<file path="src/rtl/mul_pkg.sv">
// Shared types and constants for the multiply sequencer and its shift-add core.
// Latency: n/a (package only).
// Backpressure: n/a (package only).
package mul_pkg;

    localparam int DATA_W    = 16;
    localparam int PROD_W    = 2 * DATA_W;
    localparam int MUL_ITERS = 16;
    localparam int CNT_W     = 5;

    typedef enum logic [1:0] {
        IDLE  = 2'd0,
        FETCH = 2'd1,
        EXEC  = 2'd2,
        WRITE = 2'd3
    } mul_state_t;

    typedef enum logic [1:0] {
        MUL_I  = 2'd0,   // unsigned, immediate
        MUL_R  = 2'd1,   // unsigned, register
        MUL_SI = 2'd2,   // signed, immediate
        MUL_SR = 2'd3    // signed, register
    } mul_type_t;

    function automatic logic is_reg_type(input mul_type_t t);
        return (t == MUL_R) || (t == MUL_SR);
    endfunction

    function automatic logic is_signed_type(input mul_type_t t);
        return (t == MUL_SI) || (t == MUL_SR);
    endfunction

    // Magnitude of a possibly-signed operand; -32768 maps to 0x8000, which
    // is still correct when the result is read as unsigned.
    function automatic logic [DATA_W-1:0] magnitude(input logic [DATA_W-1:0] v,
                                                    input logic sgn);
        return (sgn && v[DATA_W-1]) ? (~v + 1'b1) : v;
    endfunction

endpackage

</file>
<file path="src/rtl/mul_sa_core.sv">
// Unsigned 16x16 shift-add multiplier: fixed 16 iterations, one per clock.
// Latency: start edge loads operands; done is high during the 16th iteration
//          cycle with product showing that iteration's result.
// Backpressure: none; start is only honoured by the owner while idle.
// Ports: clk, rst (sync active-low), start, a_mag/b_mag (operand magnitudes),
//        done (final-iteration strobe), product (32-bit result, valid with done).
module mul_sa_core
    import mul_pkg::*;
(
    input  logic              clk,
    input  logic              rst,
    input  logic              start,
    input  logic [DATA_W-1:0] a_mag,
    input  logic [DATA_W-1:0] b_mag,
    output logic              done,
    output logic [PROD_W-1:0] product
);

    logic [PROD_W-1:0] acc;
    logic [PROD_W-1:0] mcand;
    logic [DATA_W-1:0] mplier;
    logic [CNT_W-1:0]  cnt;
    logic              running;
    logic [PROD_W-1:0] acc_nxt;

    assign acc_nxt = mplier[0] ? (acc + mcand) : acc;
    // done marks the cycle whose edge performs the last iteration, so the
    // owner can register the result on that same edge.
    assign done    = running && (cnt == CNT_W'(MUL_ITERS - 1));
    assign product = acc_nxt;

    always_ff @(posedge clk) begin
        if (!rst) begin
            acc     <= '0;
            mcand   <= '0;
            mplier  <= '0;
            cnt     <= '0;
            running <= 1'b0;
        end else if (start) begin
            acc     <= '0;
            mcand   <= {{DATA_W{1'b0}}, a_mag};
            mplier  <= b_mag;
            cnt     <= '0;
            running <= 1'b1;
        end else if (running) begin
            acc    <= acc_nxt;
            mcand  <= mcand << 1;
            mplier <= mplier >> 1;
            cnt    <= cnt + 5'd1;
            if (done) begin
                running <= 1'b0;
            end
        end
    end

endmodule

</file>
<file path="src/rtl/mul_sequencer.sv">
// Multi-cycle multiply sequencer: fetch operands, run shift-add core, write back.
// Latency: trigger cycle T -> FETCH T+1, EXEC T+2..T+17, WRITE T+18 (19 cycles).
// Backpressure: stall holds decode from the trigger cycle to WRITE; triggers while busy are dropped.
// Ports: clk, rst (sync active-low); mul_trigger/mul_type/set_flags/dest_reg/
//        src1_reg/src2_reg/imm from decode; rf_rd_addr1/2 + rf_rd_data1/2 read
//        ports; rf_wr_en/addr/data write port; stall, busy, done; flag_we/n/z.
module mul_sequencer
    import mul_pkg::*;
(
    input  logic              clk,
    input  logic              rst,
    input  logic              mul_trigger,
    input  logic [1:0]        mul_type,
    input  logic              set_flags,
    input  logic [3:0]        dest_reg,
    input  logic [3:0]        src1_reg,
    input  logic [3:0]        src2_reg,
    input  logic [DATA_W-1:0] imm,
    input  logic [DATA_W-1:0] rf_rd_data1,
    input  logic [DATA_W-1:0] rf_rd_data2,
    output logic [3:0]        rf_rd_addr1,
    output logic [3:0]        rf_rd_addr2,
    output logic              rf_wr_en,
    output logic [3:0]        rf_wr_addr,
    output logic [DATA_W-1:0] rf_wr_data,
    output logic              stall,
    output logic              busy,
    output logic              done,
    output logic              flag_we,
    output logic              flag_n,
    output logic              flag_z
);

    mul_state_t        state;
    mul_type_t         cap_type;
    logic              cap_flags;
    logic [3:0]        cap_dest;
    logic [DATA_W-1:0] cap_imm;
    logic              negate;

    logic [DATA_W-1:0] op_a;
    logic [DATA_W-1:0] op_b;
    logic              op_signed;
    logic              negate_nxt;
    logic [DATA_W-1:0] a_mag;
    logic [DATA_W-1:0] b_mag;
    logic              core_start;
    logic              core_done;
    logic [PROD_W-1:0] core_product;
    logic [PROD_W-1:0] result;
    logic [DATA_W-1:0] result_lo;

    // Operand selection while in FETCH; read data is combinational from the RF.
    assign op_a       = rf_rd_data1;
    assign op_b       = is_reg_type(cap_type) ? rf_rd_data2 : cap_imm;
    assign op_signed  = is_signed_type(cap_type);
    assign a_mag      = magnitude(op_a, op_signed);
    assign b_mag      = magnitude(op_b, op_signed);
    assign negate_nxt = op_signed && (op_a[DATA_W-1] ^ op_b[DATA_W-1]);
    assign core_start = (state == FETCH);

    assign result     = negate ? (~core_product + 32'd1) : core_product;
    assign result_lo  = result[DATA_W-1:0];

    // Combinational so decode is frozen in the very cycle the trigger is seen.
    assign stall = busy || ((state == IDLE) && mul_trigger);

    mul_sa_core u_core (
        .clk     (clk),
        .rst     (rst),
        .start   (core_start),
        .a_mag   (a_mag),
        .b_mag   (b_mag),
        .done    (core_done),
        .product (core_product)
    );

    always_ff @(posedge clk) begin
        if (!rst) begin
            state       <= IDLE;
            cap_type    <= MUL_I;
            cap_flags   <= 1'b0;
            cap_dest    <= '0;
            cap_imm     <= '0;
            negate      <= 1'b0;
            rf_rd_addr1 <= '0;
            rf_rd_addr2 <= '0;
            rf_wr_en    <= 1'b0;
            rf_wr_addr  <= '0;
            rf_wr_data  <= '0;
            busy        <= 1'b0;
            done        <= 1'b0;
            flag_we     <= 1'b0;
            flag_n      <= 1'b0;
            flag_z      <= 1'b0;
        end else begin
            // Single-cycle strobes default low.
            rf_wr_en <= 1'b0;
            done     <= 1'b0;
            flag_we  <= 1'b0;

            case (state)
                IDLE: begin
                    if (mul_trigger) begin
                        cap_type    <= mul_type_t'(mul_type);
                        cap_flags   <= set_flags;
                        cap_dest    <= dest_reg;
                        cap_imm     <= imm;
                        // Read addresses are registered here so they are
                        // stable for the whole FETCH cycle.
                        rf_rd_addr1 <= src1_reg;
                        rf_rd_addr2 <= src2_reg;
                        busy        <= 1'b1;
                        state       <= FETCH;
                    end
                end

                FETCH: begin
                    negate      <= negate_nxt;
                    rf_rd_addr1 <= '0;
                    rf_rd_addr2 <= '0;
                    state       <= EXEC;
                end

                EXEC: begin
                    if (core_done) begin
                        rf_wr_en   <= 1'b1;
                        rf_wr_addr <= cap_dest;
                        rf_wr_data <= result_lo;
                        done       <= 1'b1;
                        if (cap_flags) begin
                            flag_we <= 1'b1;
                            flag_n  <= result_lo[DATA_W-1];
                            flag_z  <= (result_lo == '0);
                        end
                        state <= WRITE;
                    end
                end

                WRITE: begin
                    busy  <= 1'b0;
                    state <= IDLE;
                end

                default: state <= IDLE;
            endcase
        end
    end

endmodule
</file>
<file path="config.mk">
export PLATFORM = sky130hd
export DESIGN_NAME = mul_sequencer
export DESIGN_NICKNAME = d
export VERILOG_FILES = /design/src/rtl/mul_pkg.sv /design/src/rtl/mul_sa_core.sv /design/src/rtl/mul_sequencer.sv
export SDC_FILE = /design/constraint.sdc
export NUM_CORES = 1
export LEC_CHECK = 0
export CORE_MARGIN = 2
export CORE_UTILIZATION = 40
export CTS_CLUSTER_SIZE = 8
export DETAILED_ROUTE_END_ITERATION = 8
export PLACE_DENSITY = 0.73
export SYNTH_ARGS = -nofsm -noshare
export SYNTH_HDL_FRONTEND = slang
export SYNTH_SLANG_ARGS = --single-unit
export TNS_END_PERCENT = 30
</file>
<file path="constraint.sdc">
create_clock -name clk -period 3.92 [get_ports clk]
set_input_delay 0.588 -clock clk [delete_from_list [all_inputs] [get_ports clk]]
set_output_delay 0.588 -clock clk [all_outputs]
set_load 0.01 [all_outputs]
</file>
==> run summary <==
## Synthesis
- portion of synthesized cell area occupied by the leading cell type: 33.8%
- cell types with the largest area share after synthesis: sky130_fd_sc_hd__dfxtp_1 (34%), sky130_fd_sc_hd__a211oi_1 (8.1%), sky130_fd_sc_hd__a21oi_1 (6.5%), sky130_fd_sc_hd__nand2_1 (6.0%), sky130_fd_sc_hd__ha_1 (4.5%)
- Synth Register Bits: 113
- Post-Synth Simple-Gate Area: 22.2%
- main combinational cell family by area after synthesis: compound AO/OA/AOI/OAI gates
- Post-synth EDFFs: 0
- Synth warnings: 0
- library cell with the largest summed area after synthesis: sky130_fd_sc_hd__dfxtp_1
- total standard cell area after synthesis: 6700 um^2
- share of flip-flops with an asynchronous set or reset: 0%
- sequential share of the synthesized area: 33.8%
- area share of xor/xnor cells in the synthesized design: 6.41%
- cell count after synthesis: 841
- Compound-Gate Fraction of Synth Area: 23.5%
- synthesized-area fraction occupied by adder cells: 4.78%
- Mapped Nets: 932
- mux contribution to synthesized area: 4.86%
- number of distinct standard cells referenced by the synthesized netlist: 69
- Post-Syn Area per Cell: 7.97 um^2
- prevailing post-synth register cell: sky130_fd_sc_hd__dfxtp_1

## Final layout
- fraction of final layout cells with drive strength greater than 1: 7.00%
- filler cell count: 1609
- ANT cells: 0
- post-route core utilization: 51.1%
- nets@finish: 1007
- Synth-to-Final Area Change: 25.5%
- Sequential cell area: 2260 um^2
- multi-input gate area in the final layout: 4140 um^2
- number of non-filler instances in the completed layout: 1149

## Detailed routing
- DR DRC count: 0
- vias per inst: 5.37
- WL final: 17000 um
- DR WL/cell: 14.8 um
- Pre-Repair DR Iteration Count: 7
- total via count in the routed design: 6167
- remaining antenna violation count after routing: 0
- count of routing violations after the opening detailed-route iteration: 290

## Timing
- number of max-slew violations in the final report: 0
- Max-Slew Margin vs Limit: 31.4%
- Slew @ Worst Pin: 1.02 ns
- setup repair after global routing missed its margin: no
- Setup Total Neg Slack: 0 ns
- Final period util: 93.5%
- final hold violation count: 0
- number of setup violations in the final report: 0
- final worst hold slack: 0.451 ns
- setup skew after layout: 0.00701 ns
- Tmin final: 3.66 ns
- Max Clk Rate: 273 MHz

## Pwr
- Leak Pwr: 3.06 nW
- overall power of the completed layout: 5.41 mW
- maximum ir drop on the vdd rail: 0.395 mV
- Pwr per Cell Area: 644 nW/um^2

## Floorplan
- height of the die: 133 um
- initial core utilization: 40.7%
- total number of placement rows: 47
- I/O pin cnt: 101
- total die area: 17800 um^2
- Die Wd: 133 um
- Core Region: 16500 um^2

## Global route
- via count of the first global-routing pass: 5766
- total global routing track utilization: 19.6%
- pin count of the biggest net entering global routing: 98
- global-route wire length before repair: 28600 um
- grt ovf: 0
- initial antenna violation count: 0

## Clock network
- sink count of the clock tree: 113
- CTS tree: done
- total CTS buffers: 17
- clock input transition at the sequential cells of the worst setup and hold paths: 0.06 ns
- Clk Latency, worst-skew pair: 0.42 ns
- H-tree Lvls: 4
- clock tree root driver cell: sky130_fd_sc_hd__clkbuf_16
- maximum count of clock buffers along a single path: 2
- number of buffers added for setup after CTS: 0

## Worst setup path
- Setup crit end kind: flop
- cells on worst reg2reg path: 12
- peak fanout along the critical path: 5
- critical path arrival: 4.02 ns
- Worst Path Required: 4.27 ns
- Worst Setup SP: u_core.mcand[0]$_SDFFE_PN0P_
- startpoint of the worst register-to-register path: u_core.mcand[0]$_SDFFE_PN0P_
- element type at the critical path start: flop
- type of the worst setup path: reg2reg

## Place
- half-perimeter wire length after placement: 12000 um
- total placed cells including tap cells: 1117
- Final GP Congestion: 0.880
- count of input and output buffers: 100

## Status
- result of the run: finished, final reports clean

## Worst hold path
- worst hold path class: reg2reg
- Hold Path Depth: 2
- launch point of the worst hold path: cap_dest[0]$_SDFFE_PN0P_

## Run
- number of violations of the max-capacitance limit: 0

## final cells by class
cell class	instances	area share, %
Sequential cell	113	26.9
Timing Repair Buffer	117	13.4
Multi-Input combinational cell	653	49.3
Clock buffer	19	5.27
Clock inverter	13	1.23
Inverter	14	0.625
Tap cell	220	3.27
## stage by stage
stage,worst slack [ns],cell area (um^2)
detailed placement,0.213,7860
global placement,0.312,7860
global route,0.00833,8410
finish,0.257,8410
CTS,0.194,8410
floorplan,0.429,6700
## state kept, by name, indices dropped and copies added, names as in the netlist, 2 cells and up
register,cells
u_core.mplier,16
cap_type,2
u_core.mcand,16
state,2
u_core.cnt,5
cap_dest,4
rf_rd_addr2,4
rf_wr_data,16
u_core.acc,16
rf_rd_addr1,4
cap_imm,16
rf_wr_addr,4
## metal layers
metal	GRT usage (%)	wire, um	vias up
met5	0	0	-
met1	26.5	8000	2810
met3	5.44	1100	20
met4	5.50	197	0
met2	30.9	7650	161
li1	-	-	3176
## final timing paths
kind / endpoint / slack (ns)
setup / recovery: flag_z$_SDFFE_PN0P_ / 0.26
hold / removal: rf_wr_addr[0]$_SDFFE_PN0P_ / 0.45
setup reg to reg: flag_z$_SDFFE_PN0P_ / 0.26
hold reg to reg: rf_wr_addr[0]$_SDFFE_PN0P_ / 0.45
## cell usage in the layout (no fill, tap or decap), types with 15 or more instances in the layout
cell type                         netlist  routed
sky130_fd_sc_hd__nand3_1               16      16
sky130_fd_sc_hd__xnor2_1               32      32
sky130_fd_sc_hd__o21ai_0               15      15
sky130_fd_sc_hd__xor2_1                17      17
sky130_fd_sc_hd__clkdlybuf4s50_1        0     100
sky130_fd_sc_hd__ha_1                  24      23
sky130_fd_sc_hd__nor2_1                75      75
sky130_fd_sc_hd__buf_4                  1      17
sky130_fd_sc_hd__a21oi_1               87      87
sky130_fd_sc_hd__nor3_1                18      18
sky130_fd_sc_hd__nor2b_1               46      46
sky130_fd_sc_hd__nand2_1              107     107
sky130_fd_sc_hd__clkbuf_16              0      17
sky130_fd_sc_hd__mux2i_1               28      28
sky130_fd_sc_hd__dfxtp_1              113     112
sky130_fd_sc_hd__a211oi_1              72      71
## cells in the mapped netlist, drive strengths merged, types with 9 or more instances
cell / n
nor2: 75
clkbuf: 50
dfxtp: 113
a211oi: 73
nand2: 107
a311oi: 9
buf: 11
mux2i: 28
a21oi: 87
xnor2: 32
nand3: 16
inv: 14
nor3: 19
nor2b: 46
xor2: 17
o21ai: 19
ha: 24
## repair_timing
action,4_1_cts,5_1_grt
setup endpoints to repair,0,1
gates resized for setup,0,1
hold buffers,0,0
## logic make-up after synthesis
kind of cell,count (synthesis)
AO/OA/AOI/OAI,235
XOR/XNOR,49
adder cells (fa/ha/maj),25
buffers and inverters,75
flip-flops,113
multiplexers,32
AND/OR/NAND/NOR,312
## power by group
part	internal, mW	switching, mW
combinational	0.997	1.37
sequential	1.41	0.221
clock	0.832	0.586
total	3.24	2.18
## worst max-delay path: stages, from the launching register on
cell and delay (ns):
sky130_fd_sc_hd__dfxtp_1 0.33, sky130_fd_sc_hd__ha_1 0.24, sky130_fd_sc_hd__fa_1 0.45, sky130_fd_sc_hd__a211oi_2 0.27, sky130_fd_sc_hd__o21ai_1 0.12, sky130_fd_sc_hd__a21oi_1 0.25, sky130_fd_sc_hd__xnor2_1 0.09, sky130_fd_sc_hd__mux2_2 0.30
sky130_fd_sc_hd__or3_1 0.48, sky130_fd_sc_hd__mux2i_1 0.16, sky130_fd_sc_hd__o32a_1 0.29, sky130_fd_sc_hd__or4_1 0.51, sky130_fd_sc_hd__o21ai_1 0.12
Power figures use the tool's default switching activity.
